$ cat src/rtl/kgp_pkg.sv
// Shared encodings for the writeback stage: destination-select codes and FSM state type.
package kgp_pkg;

    typedef enum logic [1:0] {
        DST_NONE = 2'b00,
        DST_RS   = 2'b01,
        DST_RT   = 2'b10,
        DST_R31  = 2'b11
    } dst_sel_e;

    typedef enum logic [1:0] {
        IDLE      = 2'b00,
        LOAD_WAIT = 2'b01,
        WRITE     = 2'b10
    } wb_state_e;

    localparam int CNT_W = 8;

endpackage

$ cat src/rtl/wb_stage.sv
// Writeback stage: retires ALU results directly and waits (with timeout) for load data.
// Define WB_FWD_EN to expose the fwd_valid/fwd_dst_sel/fwd_data forwarding ports.
module wb_stage
    import kgp_pkg::*;
#(
    parameter int DATA_W      = 32,
    parameter int MEM_TIMEOUT = 15
) (
    input  logic              clk,
    input  logic              rst,
    input  logic              in_valid,
    output logic              in_ready,
    input  logic [1:0]        in_dst_sel,
    input  logic              in_is_load,
    input  logic [DATA_W-1:0] in_alu_result,
    input  logic              mem_rvalid,
    input  logic [DATA_W-1:0] mem_rdata,
    output logic [1:0]        reg_write,
    output logic [DATA_W-1:0] write_data,
    output logic              load_err
`ifdef WB_FWD_EN
    ,
    output logic              fwd_valid,
    output logic [1:0]        fwd_dst_sel,
    output logic [DATA_W-1:0] fwd_data
`endif
);

    localparam logic [CNT_W-1:0] TMO = CNT_W'(MEM_TIMEOUT);

    wb_state_e         state, state_d;
    logic [1:0]        dst_q, dst_d;
    logic [DATA_W-1:0] data_q, data_d;
    logic [CNT_W-1:0]  cnt, cnt_d;
    logic              err_set;
    logic              accept;

    // in_ready must also read 0 while reset is held, not just after the first edge.
    assign in_ready = rst && (state != LOAD_WAIT);
    assign accept   = in_valid && in_ready;

    always_ff @(posedge clk or negedge rst) begin
        if (!rst) state <= IDLE;
        else      state <= state_d;
    end

    always_comb begin
        state_d = state;
        dst_d   = dst_q;
        data_d  = data_q;
        cnt_d   = cnt;
        err_set = 1'b0;
        case (state)
            IDLE, WRITE: begin
                state_d = IDLE;
                if (accept) begin
                    if (in_is_load) begin
                        dst_d   = in_dst_sel;
                        cnt_d   = '0;
                        state_d = LOAD_WAIT;
                    end else if (in_dst_sel != DST_NONE) begin
                        dst_d   = in_dst_sel;
                        data_d  = in_alu_result;
                        state_d = WRITE;
                    end
                end
            end
            LOAD_WAIT: begin
                // Data wins over a timeout landing in the same cycle.
                if (mem_rvalid) begin
                    if (dst_q != DST_NONE) begin
                        data_d  = mem_rdata;
                        state_d = WRITE;
                    end else begin
                        state_d = IDLE;
                    end
                end else begin
                    cnt_d = cnt + 1'b1;
                    if (cnt_d == TMO) begin
                        err_set = 1'b1;
                        state_d = IDLE;
                    end
                end
            end
            default: state_d = IDLE;
        endcase
    end

    // data_q only moves on the way into WRITE, so write_data holds while idle.
    always_ff @(posedge clk or negedge rst) begin
        if (!rst) begin
            dst_q    <= DST_NONE;
            data_q   <= '0;
            cnt      <= '0;
            load_err <= 1'b0;
        end else begin
            dst_q  <= dst_d;
            data_q <= data_d;
            cnt    <= cnt_d;
            if (err_set) load_err <= 1'b1;
        end
    end

    assign reg_write  = (state == WRITE) ? dst_q : DST_NONE;
    assign write_data = data_q;

`ifdef WB_FWD_EN
    assign fwd_valid   = (reg_write != DST_NONE);
    assign fwd_dst_sel = reg_write;
    assign fwd_data    = write_data;
`endif

endmodule

$ cat config.mk
export PLATFORM = sky130hd
export DESIGN_NAME = wb_stage
export DESIGN_NICKNAME = d
export VERILOG_FILES = /design/src/rtl/kgp_pkg.sv /design/src/rtl/wb_stage.sv
export SDC_FILE = /design/constraint.sdc
export NUM_CORES = 1
export LEC_CHECK = 0
export ABC_AREA = 1
export CORE_UTILIZATION = 42
export DETAILED_ROUTE_END_ITERATION = 7
export GPL_TIMING_DRIVEN = 0
export PLACE_DENSITY = 0.81
export SETUP_SLACK_MARGIN = 0.3
export SYNTH_ARGS = -nofsm -noshare
export SYNTH_HDL_FRONTEND = slang
export SYNTH_SLANG_ARGS = --single-unit
$ cat constraint.sdc
create_clock -name clk -period 1.6 [get_ports clk]
set_input_delay 0.48 -clock clk [delete_from_list [all_inputs] [get_ports clk]]
set_output_delay 0.48 -clock clk [all_outputs]
set_load 0.1 [all_outputs]
Yosys cells after proc, flatten, opt, wreduce, memory -nomap -nowiden
Cells that the tools add are included.
{"block": "totals", "romBits": 0, "mem_count": 0, "elab_cells": 52, "output_inout_bits": 36, "ramBits": 0, "latchBits": 0, "regBits": 45, "in_bits": 71}
{"block": "classes", "bitwise": 0, "mux": 23, "n_div": 0, "eq_ne": 12, "shift": 0, "n_mul": 0, "magnitude_cmp": 0, "n_reduce_logical": 11, "n_addsub": 1}
{"operator": "$mux W32", "count": 5}
{"operator": "$pmux W32 S2", "count": 1}
{"operator": "$mux W8", "count": 3}
{"operator": "$mux W2", "count": 9}
{"operator": "$pmux W8 S2", "count": 1}
{"operator": "$ne A2 B2 Y1 const B", "count": 7}
{"operator": "$add A8 B1 Y8 const B", "count": 1}
{"operator": "$eq A8 B4 Y1 const B", "count": 1}
{"operator": "$reduce_bool A2 Y1", "count": 4}
{"operator": "$reduce_and A6 Y1", "count": 1}
{"operator": "$pmux W2 S2", "count": 1}
{"operator": "$reduce_and A4 Y1", "count": 1}
{"operator": "$mux W1", "count": 3}
{"operator": "$ne A3 B3 Y1 const B", "count": 1}
{"operator": "$reduce_and A3 Y1", "count": 1}
{"operator": "$eq A2 B1 Y1 const B", "count": 1}
{"operator": "$eq A2 B2 Y1 const B", "count": 1}
{"operator": "$logic_and A1 B1 Y1", "count": 2}
{"operator": "$logic_not A2 Y1", "count": 1}
{"operator": "$ne A2 B1 Y1 const B", "count": 1}
{"operator": "$reduce_or A2 Y1", "count": 1}

Longest topological paths before layout
Gate-level depths: netlist of run 1.
{"block": "depth", "word_depth": 5, "ltp_mapped": 9, "depth_no_buf": 9}

Least setup slack after synthesis of run 1
OpenSTA, ideal clock, no wires.
{"block": "synth_timing", "path_type": "register to output", "start": "register state[0]", "end": "output port reg_write[0]", "t_arrival_ns": 2.515, "path_buffers": 0, "setup_slack_ns": -1.395, "stages_incl_launch_ff": 2, "cell_sequence": "dfrtp_1 nor3_1"}
{"block": "synth_between", "elab_chain_len": 2}
{"element": "from (decl)", "line_no": "wb_stage.sv:31", "rtl": "wb_state_e state, state_d;"}
{"element": "from (signal assigned)", "line_no": "wb_stage.sv:44", "rtl": "else state <= state_d;"}
{"element": "$eq A2 B2 Y1", "line_no": "wb_stage.sv:104", "rtl": "assign reg_write = (state == WRITE) ? dst_q : DST_NONE;"}
{"element": "$mux W2", "line_no": "wb_stage.sv:104"}
{"element": "to (decl)", "line_no": "wb_stage.sv:18", "rtl": "output logic [1:0] reg_write,"}
Every way passes these cells.

Worst setup path in the final report of run 1
Same ends and word-level chain as after synthesis.

==> flow_summary.yaml, run 1 <==
run_status:
  outcome: "finished with violations"
  failing_checks: "negative setup slack"
layout:
  most-common-layout-cells: "sky130_fd_sc_hd__nand2_1, sky130_fd_sc_hd__clkdlybuf4s50_1, sky130_fd_sc_hd__inv_1"
  final_nets: 555
  drive_gt1_frac: 0.408
  syn2layout_area_growth_pct: 96.3
  num_antenna_cells: 0
  mostFrequentLayoutCell: "sky130_fd_sc_hd__nand2_1"
power_and_ir_drop:
  power.density_nw_per_um2: 1720
  comb_power_share: 0.668
  clock_power_share: 0.086
  vdd_ir_drop_max_mv: 1.48
  p_sw_mw: 4.26
  internal_power_mw: 3.92
  share_seq_of_total_power: 0.247
  switching_share: 0.521
  power.static_leakage_nw: 2.23
  total_power_mw: 8.19
worst_setup_path:
  cp-start-kind: "flop"
  worst_ep_required_time_ns: 1.12
  cpLargestDelayFamily: "flip-flops"
  rr_worst_depth: 9
  worst_ep_arrival_time_ns: 1.34
  rrSetupSlack_ns: -0.13
  critical_path_type: "reg -> out"
  crit_path_max_incr_delay_ns: 0.49
  cp_cell_sequence: "buf_6, nor3_4, buf_12"
  crit_fanout: 3
  timing.rr.end: "write_data[2]"
  critical_path.reg2reg.startpoint: "state[0]"
  path_buf_inv: 2
  critPathCaptureType: "output pin"
  worst_path_max_delay_cell: "sky130_fd_sc_hd__dfrtp_2"
floorplanning:
  initial_core_util: 0.438
  die_x_um: 78.0
  core_area_sq_um: 5540
  rows: 27
  io_pins: 107
  die_height_um: 78.0
  die_area_sq_um: 6090
flow_run:
  cap_viol_max_count: 0
clocking:
  cts_made_buffers: 5
  clock_tree.htree_level_count: 2
  cts.sink_count: 45
  cts_tree: "done"
  clkSlewWorstSetupHoldPaths_ns: 0.09
  cts_root_buffer: "sky130_fd_sc_hd__clkbuf_8"
  cts-root-to-sink-buffers: 2
  source_to_sink_clock_delay_at_the_later_pin_of_the_worst_skew_pair_ns: 0.31
sta:
  relSlewSlack: 0.565
  hold_ws_ns: 0.110
  timing.clock.skew_ns: 0.0104
  finalHoldViolCount: 0
  setup_violations: 35
  final-max-slew-violation-count: 0
  post_route_fraction_of_the_period_consumed_by_the_critical_path: 1.13
  max_freq_ghz: 0.551
  rsz_0062_raised_after_global_routing: "yes"
  post-route-min-period_ns: 1.82
  timing_worst_slew_pin_value_ns: 0.652
  layout_setup_ws_ns: -0.216
detailed_routing:
  via_count: 2848
  sum_of_routed_wire_length_over_all_layers_mm: 9.55
  avgViaCountPerCell: 5.13
  wire_per_inst_um: 17.2
  drc_errors: 0
  drt_iter0_drc: 172
  ant_nets: 0
  drt_pre_antenna_iters: 4
synthesis:
  synthesis.instances: 339
  synth_warnings: 0
  synth_compound_area_frac: 0.103
  post_synth_xor_area_fraction: 0.00722
  post_synth.cell_area_avg_sq_um: 7.16
  portion_of_the_post_synthesis_area_used_by_sequential_elements: 0.464
  synthSimpleGateAreaFrac: 0.300
  yosys_register_bits: 45
  synth_cell_types: 23
  synth.mux.area_fraction: 0
  syn_area_sq_um: 2430
  dominant_combinational_cell_family_by_area_after_synthesis: "simple AND/OR/NAND/NOR gates"
  synth_adder_area_share: 0.0103
  mappedNetlistNets: 412
grt:
  gr-total-overflow: 0
  grt_antenna_before_repair: 0
  grt_first_pass_wirelength_mm: 13.0
  grt_start_max_net_pins: 17
  grtUsageTotal: 0.275
  grt_pass1_vias: 2843
placement:
  io_buffer_count: 106
  gp_congestion: 0.748
  place_worst_setup_slack_ns: -1.30
  hpwl_mm: 4.74
hold_path:
  hold_path.class: "in -> async"
[what timing repair did]
item,in CTS,in global routing
pin swaps,10,10
gates resized for setup,381,70
endpoints found under the hold margin,14,0
endpoints found under the setup margin,81,92
gates cloned,3,3
setup buffers,13,9
hold buffers,1,0
[cells by family after synthesis]
family                     Yosys count
DFF                                 45
adders and majority gates            2
AOI/OAI and AO/OA                   43
and+or+nand+nor                    184
xor gates and xnor gates             2
buffers and inverters               63
[per-layer routing]
layer	track usage	part of all wire
met5	0	0
met1	0.327	0.37
met2	0.491	0.52
met3	0.0523	0.062
met4	0.109	0.044
[state kept, by name, summed over array words and instances (netlist names)]
| name | flops |
|---|---|
| dst_q | 2 |
| write_data | 32 |
| cnt | 8 |
| load_err | 1 |
| state | 2 |
[through the flow]
| step | util | setup TNS (ns) | instance area [sq um] | cells |
|---|---|---|---|---|
| after floorplan | - | -0.305 | 2510 | 339 |
| after global placement | 0.661 | -159.09 | 3660 | 517 |
| after detailed placement | 0.663 | -26.30 | 3670 | 518 |
| after CTS | 0.798 | -0.424 | 4420 | 543 |
| after global routing | 0.860 | -6.14 | 4770 | 555 |
| final | 0.860 | -3.38 | 4770 | 555 |
[cells in the mapped netlist]
cell type / instances / area (sq um)
sky130_fd_sc_hd__a21oi_1: 3 / 15.0
sky130_fd_sc_hd__buf_2: 3 / 15.0
sky130_fd_sc_hd__buf_4: 1 / 7.51
sky130_fd_sc_hd__buf_6: 5 / 56.3
sky130_fd_sc_hd__clkbuf_1: 4 / 15.0
sky130_fd_sc_hd__dfrtp_1: 45 / 1130
sky130_fd_sc_hd__ha_1: 2 / 25.0
sky130_fd_sc_hd__inv_1: 50 / 188
sky130_fd_sc_hd__nand2_1: 158 / 593
sky130_fd_sc_hd__nand2_4: 1 / 11.3
sky130_fd_sc_hd__nand3_1: 4 / 20.0
sky130_fd_sc_hd__nand3_2: 1 / 10.0
sky130_fd_sc_hd__nand4_1: 2 / 12.5
sky130_fd_sc_hd__nor2_1: 14 / 52.6
sky130_fd_sc_hd__nor2_4: 1 / 11.3
sky130_fd_sc_hd__nor3_1: 2 / 10.0
sky130_fd_sc_hd__nor3b_1: 1 / 7.51
sky130_fd_sc_hd__o21ai_0: 14 / 70.1
sky130_fd_sc_hd__o21ai_1: 16 / 80.1
sky130_fd_sc_hd__o21ai_2: 6 / 52.6
sky130_fd_sc_hd__o22ai_1: 3 / 18.8
sky130_fd_sc_hd__o22ai_2: 1 / 12.5
sky130_fd_sc_hd__xor2_1: 2 / 17.5
[power groups by stage]
| stage | Clock [mW] | Sequential, mW | Combinational, mW |
|---|---|---|---|
| 5_1_grt | 0.758 | 2.06 | 5.65 |
| 6_report | 0.702 | 2.02 | 5.47 |
| 3_5_place_dp | 0 | 1.81 | 4.11 |
| 4_1_cts | 0.712 | 1.99 | 5.08 |
| 3_3_place_gp | 0 | 1.80 | 4.05 |
| 2_1_floorplan | 0 | 4.15 | 0.692 |
[cell type report]
type                    instances  area [sq um]
clock inverters                 1          7.51
multi-input cells             231          1290
fillers                       292           774
clock buffers                   7          76.3
plain buffers                  13           146
well taps                      72          90.1
inverters                      50           203
flip-flops and latches         45          1170
repair buffers                136          1780
[worst max-delay path by stage]
stage / start / to / slack (ns) / depth (start not counted)
after floorplan: state[0] / in_ready / -0.14 / 4
after global placement: rst / in_ready / -2.88 / 4
after detailed placement: rst / in_ready / -1.30 / 5
after CTS: state[0] / in_ready / -0.19 / 5
after global routing: state[0] / reg_write[0] / -0.25 / 3
final: state[0] / reg_write[0] / -0.22 / 3
Power figures use the tool's default switching activity.
==> run 2, diff against run 1 <==
MAX_ROUTING_LAYER = met4   (was not set)
==> run 2 against run 1 <==
  * The run still ends with negative setup slack left
  * Non-clock buffer count is 5 lower
  * Cell count fell by 0.90%
  * Worst hold slack improved by 0.0025 ns
  * Die area unchanged
  * Combinational power decreased by 2%
  * Critical path type unchanged
  * Largest cell class unchanged
  * Largest power group unchanged
==> flow_summary.yaml, run 2 (synthesis results as in run 1) <==
layout:
  number_of_filler_instances_in_the_final_layout: 300
  syn2layout_area_growth_pct: 93.6
  largest_register_ff_count: 32
  final_nets: 550
  drive_gt1_frac: 0.387
  layout.area.seq_sq_um: 1170
  area_of_the_multi_input_gates_sq_um: 1280
  mostFrequentLayoutCell: "sky130_fd_sc_hd__nand2_1"
  most-common-layout-cells: "sky130_fd_sc_hd__nand2_1, sky130_fd_sc_hd__clkdlybuf4s50_1, sky130_fd_sc_hd__inv_1"
  num_antenna_cells: 0
sta:
  post-route-min-period_ns: 1.81
  setup_violations: 35
  totalNegativeSetupSlack_ns: -2.76
  layout_setup_ws_ns: -0.208
  max_freq_ghz: 0.553
  timing_worst_slew_pin_value_ns: 0.669
  post_route_fraction_of_the_period_consumed_by_the_critical_path: 1.13
  timing.clock.skew_ns: 0.0125
  rsz_0062_raised_after_global_routing: "yes"
  hold_ws_ns: 0.112
  final-max-slew-violation-count: 0
  relSlewSlack: 0.554
  finalHoldViolCount: 0
worst_setup_path:
  cpLargestDelayFamily: "flip-flops"
  critical_path.reg2reg.startpoint: "state[0]"
  worst_setup_path_startpoint: "state[0]"
  cp-start-kind: "flop"
  rrSetupSlack_ns: -0.11
  worst_path_max_delay_cell: "sky130_fd_sc_hd__dfrtp_2"
  cp_cell_sequence: "nand2_8, inv_8, buf_8, nor2_4, buf_12"
  critPathCaptureType: "output pin"
  crit_path_max_incr_delay_ns: 0.49
  critical_path_type: "reg -> out"
  crit_fanout: 3
  worst_ep_required_time_ns: 1.12
  path_buf_inv: 3
  worst_ep_arrival_time_ns: 1.33
  cp.depth: 5
  timing.rr.end: "write_data[3]"
  rr_worst_depth: 9
  endpoint: "in_ready"
clocking:
  clock_tree.htree_level_count: 2
  cts_tree: "done"
  clkSlewWorstSetupHoldPaths_ns: 0.09
  source_to_sink_clock_delay_at_the_later_pin_of_the_worst_skew_pair_ns: 0.31
  cts_root_buffer: "sky130_fd_sc_hd__clkbuf_8"
  cts-root-to-sink-buffers: 2
  cts.sink_count: 45
  cts_made_buffers: 5
grt:
  grt_antenna_before_repair: 0
  grt_first_pass_wirelength_mm: 13.0
  grtUsageTotal: 0.284
  gr-total-overflow: 0
  grt_start_max_net_pins: 17
  grt_pass1_vias: 2838
detailed_routing:
  via_count: 2798
  avgViaCountPerCell: 5.09
  sum_of_routed_wire_length_over_all_layers_mm: 8.99
  drc_errors: 0
  wire_per_inst_um: 16.4
  drt_iter0_drc: 172
  ant_nets: 0
  drt_pre_antenna_iters: 4
run_status:
  failing_checks: "negative setup slack"
  outcome: "finished with violations"
floorplanning:
  initial_core_util: 0.438
  die_x_um: 78.0
  die_area_sq_um: 6090
  io_pins: 107
  rows: 27
  core_area_sq_um: 5540
  die_height_um: 78.0
power_and_ir_drop:
  power.density_nw_per_um2: 1730
  vdd_ir_drop_max_mv: 1.49
  power.static_leakage_nw: 2.20
hold_path:
  hold_path.class: "in -> async"
placement:
  hpwl_mm: 4.74
  io_buffer_count: 106
  gp_congestion: 0.757
  place_worst_setup_slack_ns: -1.30
flow_run:
  cap_viol_max_count: 0
run 2: cell count changes in the layout (fill, tap and decap cells not counted), sizes merged:
cell	delta
buf	-4
clkbuf	-1
run 2: area by class of cell:
cell class              instances  share of cell area
plain buffers                  13              0.0290
clock buffers                   7              0.0162
clock inverters                 1             0.00160
inverters                      50              0.0447
multi-input cells             231               0.272
flip-flops and latches         45               0.249
well taps                      72              0.0192
repair buffers                131               0.369
run 2: metal layers:
metal / vias up / GRT usage / part of all wire
met1: 1343 / 0.333 / 0.38
met2: 125 / 0.492 / 0.53
met4: 0 / 0.104 / 0.028
li1: 1298 / - / -
met3: 32 / 0.0500 / 0.060
met5: - / - / 0
run 2: worst min path at each step:
stage,cells after the start,slack [ns],from,to
floorplan,0,0.18,rst,cnt[0]
global placement,2,0.45,load_err,load_err
finish,2,0.11,rst,write_data[8]
detailed placement,1,0.42,rst,cnt[5]
global route,2,0.1,rst,write_data[8]
CTS,2,0.09,rst,write_data[8]
run 2: power breakdown:
| part | switching, mW | leakage [nW] | total (mW) | internal, mW |
|---|---|---|---|---|
| Clock | 0.395 | 0.0385 | 0.704 | 0.310 |
| Combinational | 3.38 | 1.64 | 5.38 | 2.01 |
| Sequential | 0.450 | 0.522 | 2.02 | 1.57 |
| Total | 4.22 | 2.20 | 8.11 | 3.89 |
run 2: worst register-to-register path: stages, from the launching register on:
cell                        delay, ns
sky130_fd_sc_hd__dfrtp_2         0.49
sky130_fd_sc_hd__nand2_8         0.11
sky130_fd_sc_hd__buf_4           0.13
sky130_fd_sc_hd__buf_12          0.13
sky130_fd_sc_hd__nand3_4         0.12
sky130_fd_sc_hd__o22ai_4         0.17
sky130_fd_sc_hd__buf_6           0.18
sky130_fd_sc_hd__clkbuf_16       0.15
sky130_fd_sc_hd__nand2_1         0.05
sky130_fd_sc_hd__o21ai_1         0.10
run 2: what timing repair did:
item | 4_1_cts | 5_1_grt
buffers inserted | 13 | 5
endpoints found under the hold margin | 14 | 0
hold buffers | 1 | 0
gates resized for setup | 381 | 63
cloned | 3 | 2
pin swaps | 10 | 11
endpoints found under the setup margin | 81 | 92
run 2: per-stage QoR:
step                      cells  power (mW)  cell area, sq um   util
final                       550        8.11              4700  0.848
after global routing        550        8.39              4700  0.848
after global placement      517        5.85              3660  0.661
after floorplan             339        4.85              2510      -
after detailed placement    518        5.92              3670  0.663
after CTS                   543        7.78              4420  0.798
